### config.mk
export PLATFORM = sky130hd
export DESIGN_NAME = enigma_input_stage_flat
export DESIGN_NICKNAME = d
export VERILOG_FILES = /design/src/rtl/enigma_pkg.sv /design/src/rtl/enigma_input_stage_if.sv /design/src/rtl/enigma_sync_fifo.sv /design/src/rtl/enigma_input_stage.sv /design/src/flat_wrapper.sv
export SDC_FILE = /design/constraint.sdc
export NUM_CORES = 1
export LEC_CHECK = 0
export ABC_AREA = 0
export CAP_MARGIN = 10
export CORE_MARGIN = 1.5
export CORE_UTILIZATION = 58
export CTS_CLUSTER_DIAMETER = 50
export DETAILED_ROUTE_END_ITERATION = 8
export PLACE_DENSITY = 0.95
export SKIP_CTS_REPAIR_TIMING = 1
export SYNTH_ARGS = -nofsm -noshare
export SYNTH_HDL_FRONTEND = slang
export SYNTH_SLANG_ARGS = --single-unit
### constraint.sdc
create_clock -name clk -period 7.08 [get_ports clk]
set_clock_uncertainty 0.15 [all_clocks]
set_input_delay 1.77 -clock clk [delete_from_list [all_inputs] [get_ports clk]]
set_output_delay 1.77 -clock clk [all_outputs]
set_load 0.01 [all_outputs]
### src/rtl/enigma_pkg.sv
// Shared definitions for the Enigma datapath (input stage, rotors, reflector).
// Contents: alphabet/width constants, ASCII bases, input-stage FSM state type,
// FIFO entry layout, and plugboard helpers (identity map, partner lookup).
package enigma_pkg;

    localparam int unsigned ALPHA    = 26;
    localparam int unsigned IDX_W    = 8;
    localparam int unsigned MAP_W    = 208;
    localparam logic [7:0]  ASCII_A  = 8'h41;
    localparam logic [7:0]  ASCII_LA = 8'h61;

    typedef enum logic [0:0] {
        StIdle,
        StWait
    } fsm_state_e;

    typedef struct packed {
        logic       lower;
        logic [4:0] idx;
    } fifo_entry_t;

    localparam int unsigned ENTRY_W = $bits(fifo_entry_t);

    // Plugboard map with every letter paired to itself.
    function automatic logic [MAP_W-1:0] identity_map();
        logic [MAP_W-1:0] m;
        m = '0;
        for (int i = 0; i < int'(ALPHA); i++) begin
            m[8*i +: 8] = 8'(i);
        end
        return m;
    endfunction

    localparam logic [MAP_W-1:0] IDENTITY_MAP = identity_map();

    // Partner of letter idx; an out-of-alphabet partner falls back to the letter itself.
    function automatic logic [4:0] plug_lookup(logic [MAP_W-1:0] pmap, logic [IDX_W-1:0] idx);
        logic [7:0] p;
        p = idx;
        for (int i = 0; i < int'(ALPHA); i++) begin
            if (idx == IDX_W'(i)) begin
                p = pmap[8*i +: 8];
            end
        end
        if (p > 8'(ALPHA - 1)) begin
            p = idx;
        end
        return p[4:0];
    endfunction

endpackage

### src/rtl/enigma_input_stage_if.sv
// Byte-in / launch-out handshake bundle for enigma_input_stage.
//   valid, din, in_ready           : ASCII byte stream into the stage
//   out_valid, out_idx, out_lower  : one-cycle launch towards rotor 1
//   chain_done                     : completion pulse back from the last rotor
// master = producer of bytes / rotor side; slave = the input stage.
interface enigma_input_stage_if;
    import enigma_pkg::*;

    logic             valid;
    logic [7:0]       din;
    logic             in_ready;
    logic             out_valid;
    logic [IDX_W-1:0] out_idx;
    logic             out_lower;
    logic             chain_done;

    modport master (
        output valid, din, chain_done,
        input  in_ready, out_valid, out_idx, out_lower
    );

    modport slave (
        input  valid, din, chain_done,
        output in_ready, out_valid, out_idx, out_lower
    );

endinterface

### src/rtl/enigma_sync_fifo.sv
// Single-clock FIFO with synchronous flush.
//   clk, reset_n : clock, async active-low reset
//   flush        : empty the FIFO (wins over push/pop)
//   push, wdata  : write when not full
//   pop, rdata   : rdata is the head; pop advances when not empty
//   full, empty  : derived from pointers carrying an extra wrap bit
module enigma_sync_fifo #(
    parameter int unsigned WIDTH = 6,
    parameter int unsigned DEPTH = 4
) (
    input  logic             clk,
    input  logic             reset_n,
    input  logic             flush,
    input  logic             push,
    input  logic [WIDTH-1:0] wdata,
    input  logic             pop,
    output logic [WIDTH-1:0] rdata,
    output logic             full,
    output logic             empty
);

    localparam int unsigned AW = $clog2(DEPTH);
    localparam logic [AW:0] PTR_ONE = (AW+1)'(1);

    logic [WIDTH-1:0] mem_q [DEPTH];
    logic [AW:0]      wr_ptr_q, rd_ptr_q;
    logic             do_push, do_pop;

    assign empty   = (wr_ptr_q == rd_ptr_q);
    assign full    = (wr_ptr_q[AW] != rd_ptr_q[AW]) && (wr_ptr_q[AW-1:0] == rd_ptr_q[AW-1:0]);
    assign do_push = push && !full && !flush;
    assign do_pop  = pop && !empty && !flush;
    assign rdata   = mem_q[rd_ptr_q[AW-1:0]];

    always_ff @(posedge clk or negedge reset_n) begin
        if (!reset_n) begin
            wr_ptr_q <= '0;
            rd_ptr_q <= '0;
        end else if (flush) begin
            wr_ptr_q <= '0;
            rd_ptr_q <= '0;
        end else begin
            if (do_push) wr_ptr_q <= wr_ptr_q + PTR_ONE;
            if (do_pop)  rd_ptr_q <= rd_ptr_q + PTR_ONE;
        end
    end

    always_ff @(posedge clk) begin
        if (do_push) begin
            mem_q[wr_ptr_q[AW-1:0]] <= wdata;
        end
    end

endmodule

### src/rtl/enigma_input_stage.sv
// Enigma input stage: decodes ASCII letters to 0..25 plus a case flag, applies the
// plugboard, queues entries and launches one character at a time into rotor 1,
// waiting for chain_done (or a timeout) before the next launch.
//   clk, reset_n  : clock, async active-low reset
//   set           : load plug_idx_in, flush queue, clear err/drop_cnt, FSM to idle
//   plug_idx_in   : 26 x 8-bit partner map, byte i = partner of letter i
//   en            : launch enable (bytes are still accepted when low)
//   bus           : byte input and launch handshake (slave side)
//   busy          : waiting for the in-flight character
//   err           : sticky timeout flag
//   drop_cnt      : saturating count of consumed non-letter bytes
module enigma_input_stage
    import enigma_pkg::*;
#(
    parameter int unsigned DEPTH   = 4,
    parameter int unsigned TIMEOUT = 255
) (
    input  logic                 clk,
    input  logic                 reset_n,
    input  logic                 set,
    input  logic [MAP_W-1:0]     plug_idx_in,
    input  logic                 en,
    enigma_input_stage_if.slave  bus,
    output logic                 busy,
    output logic                 err,
    output logic [15:0]          drop_cnt
);

    localparam int unsigned TMO_W   = $clog2(TIMEOUT + 1);
    localparam logic [TMO_W-1:0] TMO_MAX = TMO_W'(TIMEOUT);
    localparam logic [TMO_W-1:0] TMO_ONE = TMO_W'(1);

    logic [MAP_W-1:0] plug_q;
    fsm_state_e       state_q, state_d;
    logic [TMO_W-1:0] tmo_q, tmo_d;
    logic             out_valid_q, out_valid_d;
    logic [IDX_W-1:0] out_idx_q, out_idx_d;
    logic             out_lower_q, out_lower_d;
    logic             err_q, err_d;
    logic [15:0]      drop_q, drop_d;

    logic             is_upper, is_lower, is_letter;
    logic [IDX_W-1:0] letter_idx;
    logic             in_ready, accept, push, pop;
    logic             fifo_full, fifo_empty;
    fifo_entry_t      wr_entry, rd_entry;

    // Decode and plug lookup happen at write time so the queue holds plugged letters.
    always_comb begin
        is_upper   = (bus.din >= ASCII_A) && (bus.din <= ASCII_A + 8'd25);
        is_lower   = (bus.din >= ASCII_LA) && (bus.din <= ASCII_LA + 8'd25);
        is_letter  = is_upper || is_lower;
        letter_idx = is_lower ? (bus.din - ASCII_LA) : (bus.din - ASCII_A);
        wr_entry.lower = is_lower;
        wr_entry.idx   = plug_lookup(plug_q, letter_idx);
    end

    assign in_ready = !fifo_full && !set;
    assign accept   = bus.valid && in_ready;
    assign push     = accept && is_letter;

    enigma_sync_fifo #(
        .WIDTH (ENTRY_W),
        .DEPTH (DEPTH)
    ) u_fifo (
        .clk     (clk),
        .reset_n (reset_n),
        .flush   (set),
        .push    (push),
        .wdata   (wr_entry),
        .pop     (pop),
        .rdata   (rd_entry),
        .full    (fifo_full),
        .empty   (fifo_empty)
    );

    always_comb begin
        state_d     = state_q;
        tmo_d       = tmo_q;
        out_valid_d = 1'b0;
        out_idx_d   = out_idx_q;
        out_lower_d = out_lower_q;
        err_d       = err_q;
        pop         = 1'b0;
        if (set) begin
            state_d = StIdle;
            tmo_d   = '0;
            err_d   = 1'b0;
        end else begin
            case (state_q)
                StIdle: begin
                    if (en && !fifo_empty) begin
                        pop         = 1'b1;
                        out_valid_d = 1'b1;
                        out_idx_d   = IDX_W'(rd_entry.idx);
                        out_lower_d = rd_entry.lower;
                        tmo_d       = '0;
                        state_d     = StWait;
                    end
                end
                StWait: begin
                    // chain_done in the launch cycle cannot belong to this character.
                    if (bus.chain_done && !out_valid_q) begin
                        state_d = StIdle;
                    end else if (tmo_q == TMO_MAX) begin
                        err_d   = 1'b1;
                        state_d = StIdle;
                    end else begin
                        tmo_d = tmo_q + TMO_ONE;
                    end
                end
                default: state_d = StIdle;
            endcase
        end
    end

    always_comb begin
        drop_d = drop_q;
        if (set) begin
            drop_d = '0;
        end else if (accept && !is_letter && (drop_q != 16'hFFFF)) begin
            drop_d = drop_q + 16'd1;
        end
    end

    always_ff @(posedge clk or negedge reset_n) begin
        if (!reset_n) begin
            plug_q      <= IDENTITY_MAP;
            state_q     <= StIdle;
            tmo_q       <= '0;
            out_valid_q <= 1'b0;
            out_idx_q   <= '0;
            out_lower_q <= 1'b0;
            err_q       <= 1'b0;
            drop_q      <= '0;
        end else begin
            if (set) plug_q <= plug_idx_in;
            state_q     <= state_d;
            tmo_q       <= tmo_d;
            out_valid_q <= out_valid_d;
            out_idx_q   <= out_idx_d;
            out_lower_q <= out_lower_d;
            err_q       <= err_d;
            drop_q      <= drop_d;
        end
    end

    assign bus.in_ready  = in_ready;
    assign bus.out_valid = out_valid_q;
    assign bus.out_idx   = out_idx_q;
    assign bus.out_lower = out_lower_q;
    assign busy          = (state_q == StWait);
    assign err           = err_q;
    assign drop_cnt      = drop_q;

endmodule

### src/flat_wrapper.sv
// flat-port wrapper written by rule: the top's interface ports become plain ports
module enigma_input_stage_flat import enigma_pkg::*;
#(
    parameter int unsigned DEPTH   = 4,
    parameter int unsigned TIMEOUT = 255
)
  (clk, reset_n, set, plug_idx_in, en, busy, err, drop_cnt, bus_valid, bus_din, bus_chain_done, bus_in_ready, bus_out_valid, bus_out_idx, bus_out_lower);
  enigma_input_stage_if bus_i ();
  input  logic clk;
  input  logic reset_n;
  input  logic set;
  input  logic [MAP_W-1:0] plug_idx_in;
  input  logic en;
  output logic busy;
  output logic err;
  output logic [15:0] drop_cnt;
  input wire logic [$bits(bus_i.valid)-1:0] bus_valid;
  input wire logic [$bits(bus_i.din)-1:0] bus_din;
  input wire logic [$bits(bus_i.chain_done)-1:0] bus_chain_done;
  output wire logic [$bits(bus_i.in_ready)-1:0] bus_in_ready;
  output wire logic [$bits(bus_i.out_valid)-1:0] bus_out_valid;
  output wire logic [$bits(bus_i.out_idx)-1:0] bus_out_idx;
  output wire logic [$bits(bus_i.out_lower)-1:0] bus_out_lower;
  assign bus_i.valid = bus_valid;
  assign bus_i.din = bus_din;
  assign bus_i.chain_done = bus_chain_done;
  assign bus_in_ready = bus_i.in_ready;
  assign bus_out_valid = bus_i.out_valid;
  assign bus_out_idx = bus_i.out_idx;
  assign bus_out_lower = bus_i.out_lower;
  enigma_input_stage #(.DEPTH(DEPTH), .TIMEOUT(TIMEOUT)) u_core (.clk(clk), .reset_n(reset_n), .set(set), .plug_idx_in(plug_idx_in), .en(en), .bus(bus_i), .busy(busy), .err(err), .drop_cnt(drop_cnt));
endmodule
==> results_dict.tcl <==
set metrics [dict create \
    status "completed" \
    startpoint_type "input port" \
    drt-wirelength-per-cell_microns 24.7 \
    placed_area_sq_mm 0.0170 \
    cp.arrival_ns 6.57 \
    finalCritPeriodShare_pct 90.5 \
    crit_fanout 8 \
    nets 1773 \
    vias 12100 \
    p_total_uw 4110 \
    initial_core_util_pct 59.6 \
    io_buffers 247 \
    antenna_cells 0 \
    synth_ff_type "dfrtp_1" \
    cts_buffers 31 \
    avgSynthCellArea_sq_um 10.9 \
    drv_slew 0 \
    synth-xor-area-share_pct 1.86 \
    grt_max_degree 127 \
    peakVddDrop_mv 0.201 \
    synth_area_leaders "dfrtp_1, mux2_2, dfstp_2" \
    crit_type "in -> reg" \
    cts_sinks 271 \
    crit_path_end_kind "flip-flop" \
    ys_seq_area_share_pct 49.4 \
    hold_violations 0 \
    cp_data_required_time_ns 7.25 \
    synth_compound_area_share_pct 13.8 \
    routed_wl_mm 46.5 \
    layout-drive-gt1-share_pct 25.0 \
    setup_viol 0 \
    muxShareOfSynthArea_pct 17.3 \
    synth_cells 1293 \
    vias_per_cell 6.41 \
    ys_top_cells_by_count "mux2_2, dfrtp_1, nand2_1" \
    die_w_microns 159 \
    io_pins 251 \
    p_leak_uw 0.00713 \
    synthArstFlopShare_pct 91.1 \
    htreeDepth 1 \
    insertion_delay_ns 0.57 \
    detail-route-antenna-nets 0 \
    dieArea_sq_mm 0.0253 \
    final-seq-area_sq_mm 0.00697 \
    grt_use_total_pct 36.9 \
    rsz0062_at_grt "no" \
    tns_ns 0 \
    gp_congestion 0.972 \
    gr-total-overflow 0 \
    yosysMostFrequentCell "mux2_2" \
    yosysTopAreaCell "dfrtp_1" \
    root_buffer "clkbuf_16" \
    drc 0 \
    fillCellCount 1521 \
    grt_pass1_vias 12600 \
    powerDensity_mw_per_mm2 227 \
    cts_tree "built" \
    maxCapViolCount 0 \
    synthSimpleGateAreaFrac_pct 13.2 \
    hpwl_mm 34.0 \
    drtIter0Drc 1253 \
    fin_crit_ns 6.40 \
    timing.slew.headroom_pct 30.0 \
    synth_top_family_by_area "multiplexers" \
    num_rows 56 \
    hp-class "reg -> reg" \
    multi_input_area_sq_mm 0.00669 \
    clock_path_buffers 3 \
    syn2layout_area_growth_pct 28.0 \
    fp.coreArea_sq_mm 0.0237 \
    path_clk_slew_ns 0.06 \
    synth_edf_count 24 \
    grt_antenna_before_repair 0 \
    syn-cell-area_sq_mm 0.0141 \
    grt_pass1_wl_mm 72.7 \
    firstDrtPassIters 6 \
    ys_types 91 \
    tightest_slew_ns 1.04 \
    synth-seq-cells 271 \
    yosysTopAreaCellShare_pct 33.7 \
    fin_area_sq_mm 0.0181 \
    yosys.area_share.adder_pct 1.06 \
    dieHeight_microns 159 \
    ys_warn_count 0 \
    max_freq_mhz 156 \
    final_core_util_pct 76.3 \
]
-- kinds of logic after synthesis --
group                    Yosys count
other                              1
flip-flops                       271
XOR/XNOR                          30
buffers and inverters            113
AND/OR/NAND/NOR                  367
adder cells (fa/ha/maj)           12
AO/OA/AOI/OAI                    287
multiplexers                     212
-- power by group --
group / switching [uW] / total (uW) / internal (uW)
sequential: 98.4 / 1840 / 1740
combinational: 329 / 677 / 348
clock: 662 / 1590 / 933
total: 1090 / 4110 / 3020
-- critical path, stage by stage --
cell and delay (ns):
clkdlybuf4s50_1 0.42, inv_1 0.16, ha_1 0.21, or4b_1 0.59, or4_4 0.58, nand2_1 0.25
buf_4 0.22, nand3_1 0.24, nor3_1 0.72, nor2_1 0.14, a2111o_1 0.44, o22ai_1 0.22
or2_4 0.19, nand2_1 0.06, a21oi_1 0.36
-- cell type report --
type / instances / share of cell area (%)
Timing Repair Buffer: 296 / 15.9
Inverter: 28 / 0.582
Sequential cell: 271 / 38.6
Multi-Input combinational cell: 911 / 37.0
Clock inverter: 14 / 0.873
Clock buffer: 44 / 4.79
Tap cell: 319 / 2.21
-- sequential cells by signal, summed over array words and instances, names as in the netlist --
register / cells
u_core.drop_cnt: 16
u_core.tmo_q: 8
u_core.bus.out_idx: 5
u_core.u_fifo.mem_q: 24
u_core.busy: 1
u_core.bus.out_lower: 1
u_core.u_fifo.wr_ptr_q: 3
u_core.err: 1
u_core.bus.out_valid: 1
u_core.plug_q: 208
u_core.u_fifo.rd_ptr_q: 3
-- final timing paths --
check                                  startpoint                   endpoint  slack (ns)  cells past startpoint
min in group asynchronous                 reset_n        u_core.drop_cnt[15]        1.13                      1
worst max-delay path                   bus_din[0]  u_core.u_fifo.mem_q[0][1]        0.68                     15
worst min register to register  u_core.plug_q[38]          u_core.plug_q[38]        0.35                      1
max in group asynchronous                 reset_n         u_core.plug_q[105]        4.47                      2
worst max register to register   u_core.plug_q[9]  u_core.u_fifo.mem_q[2][3]        3.42                     11
worst min-delay path            u_core.plug_q[38]          u_core.plug_q[38]        0.35                      1
-- placed cells by master, fill, tap and decap left out, types with 6 or more instances in the layout --
master and n:
o31ai_1 9, dfstp_2 57, o22ai_1 12, clkdlybuf4s50_1 245
and3_1 13, edfxtp_1 24, a22oi_1 11, nor3b_1 7
clkbuf_16 31, mux2i_1 7, inv_1 27, or3_1 9
nand2b_1 11, clkbuf_1 9, a211oi_1 9, nor2b_1 11
xor2_1 20, and2_1 10, a21oi_1 73, a221oi_1 8
xnor2_1 10, mux2_2 199, o21ai_0 57, nand3_1 33
nor2_1 96, nor3_1 30, ha_1 9, nand4_1 10
buf_4 47, dfrtp_1 190, o311ai_0 6, o221ai_1 7
nand2_1 101, a32oi_1 6, mux4_2 6, o32ai_1 7
-- through the flow --
step,hold slack [ns],cells,setup slack (ns)
after floorplan,0.310,1295,1.19
after global routing,0.366,1883,0.359
after CTS,0.353,1883,0.854
after global placement,0.330,1825,0.492
after detailed placement,0.339,1825,0.342
final,0.354,1883,0.676
-- layer usage --
layer / GRT usage [%] / share of wire [%] / vias to the layer above
li1: - / - / 5236
met1: 49.9 / 40 / 6069
met2: 61.4 / 48 / 643
met3: 5.13 / 7.5 / 125
met4: 12.8 / 3.9 / 0
met5: 0 / 0 / -
Power figures use the tool's default switching activity.
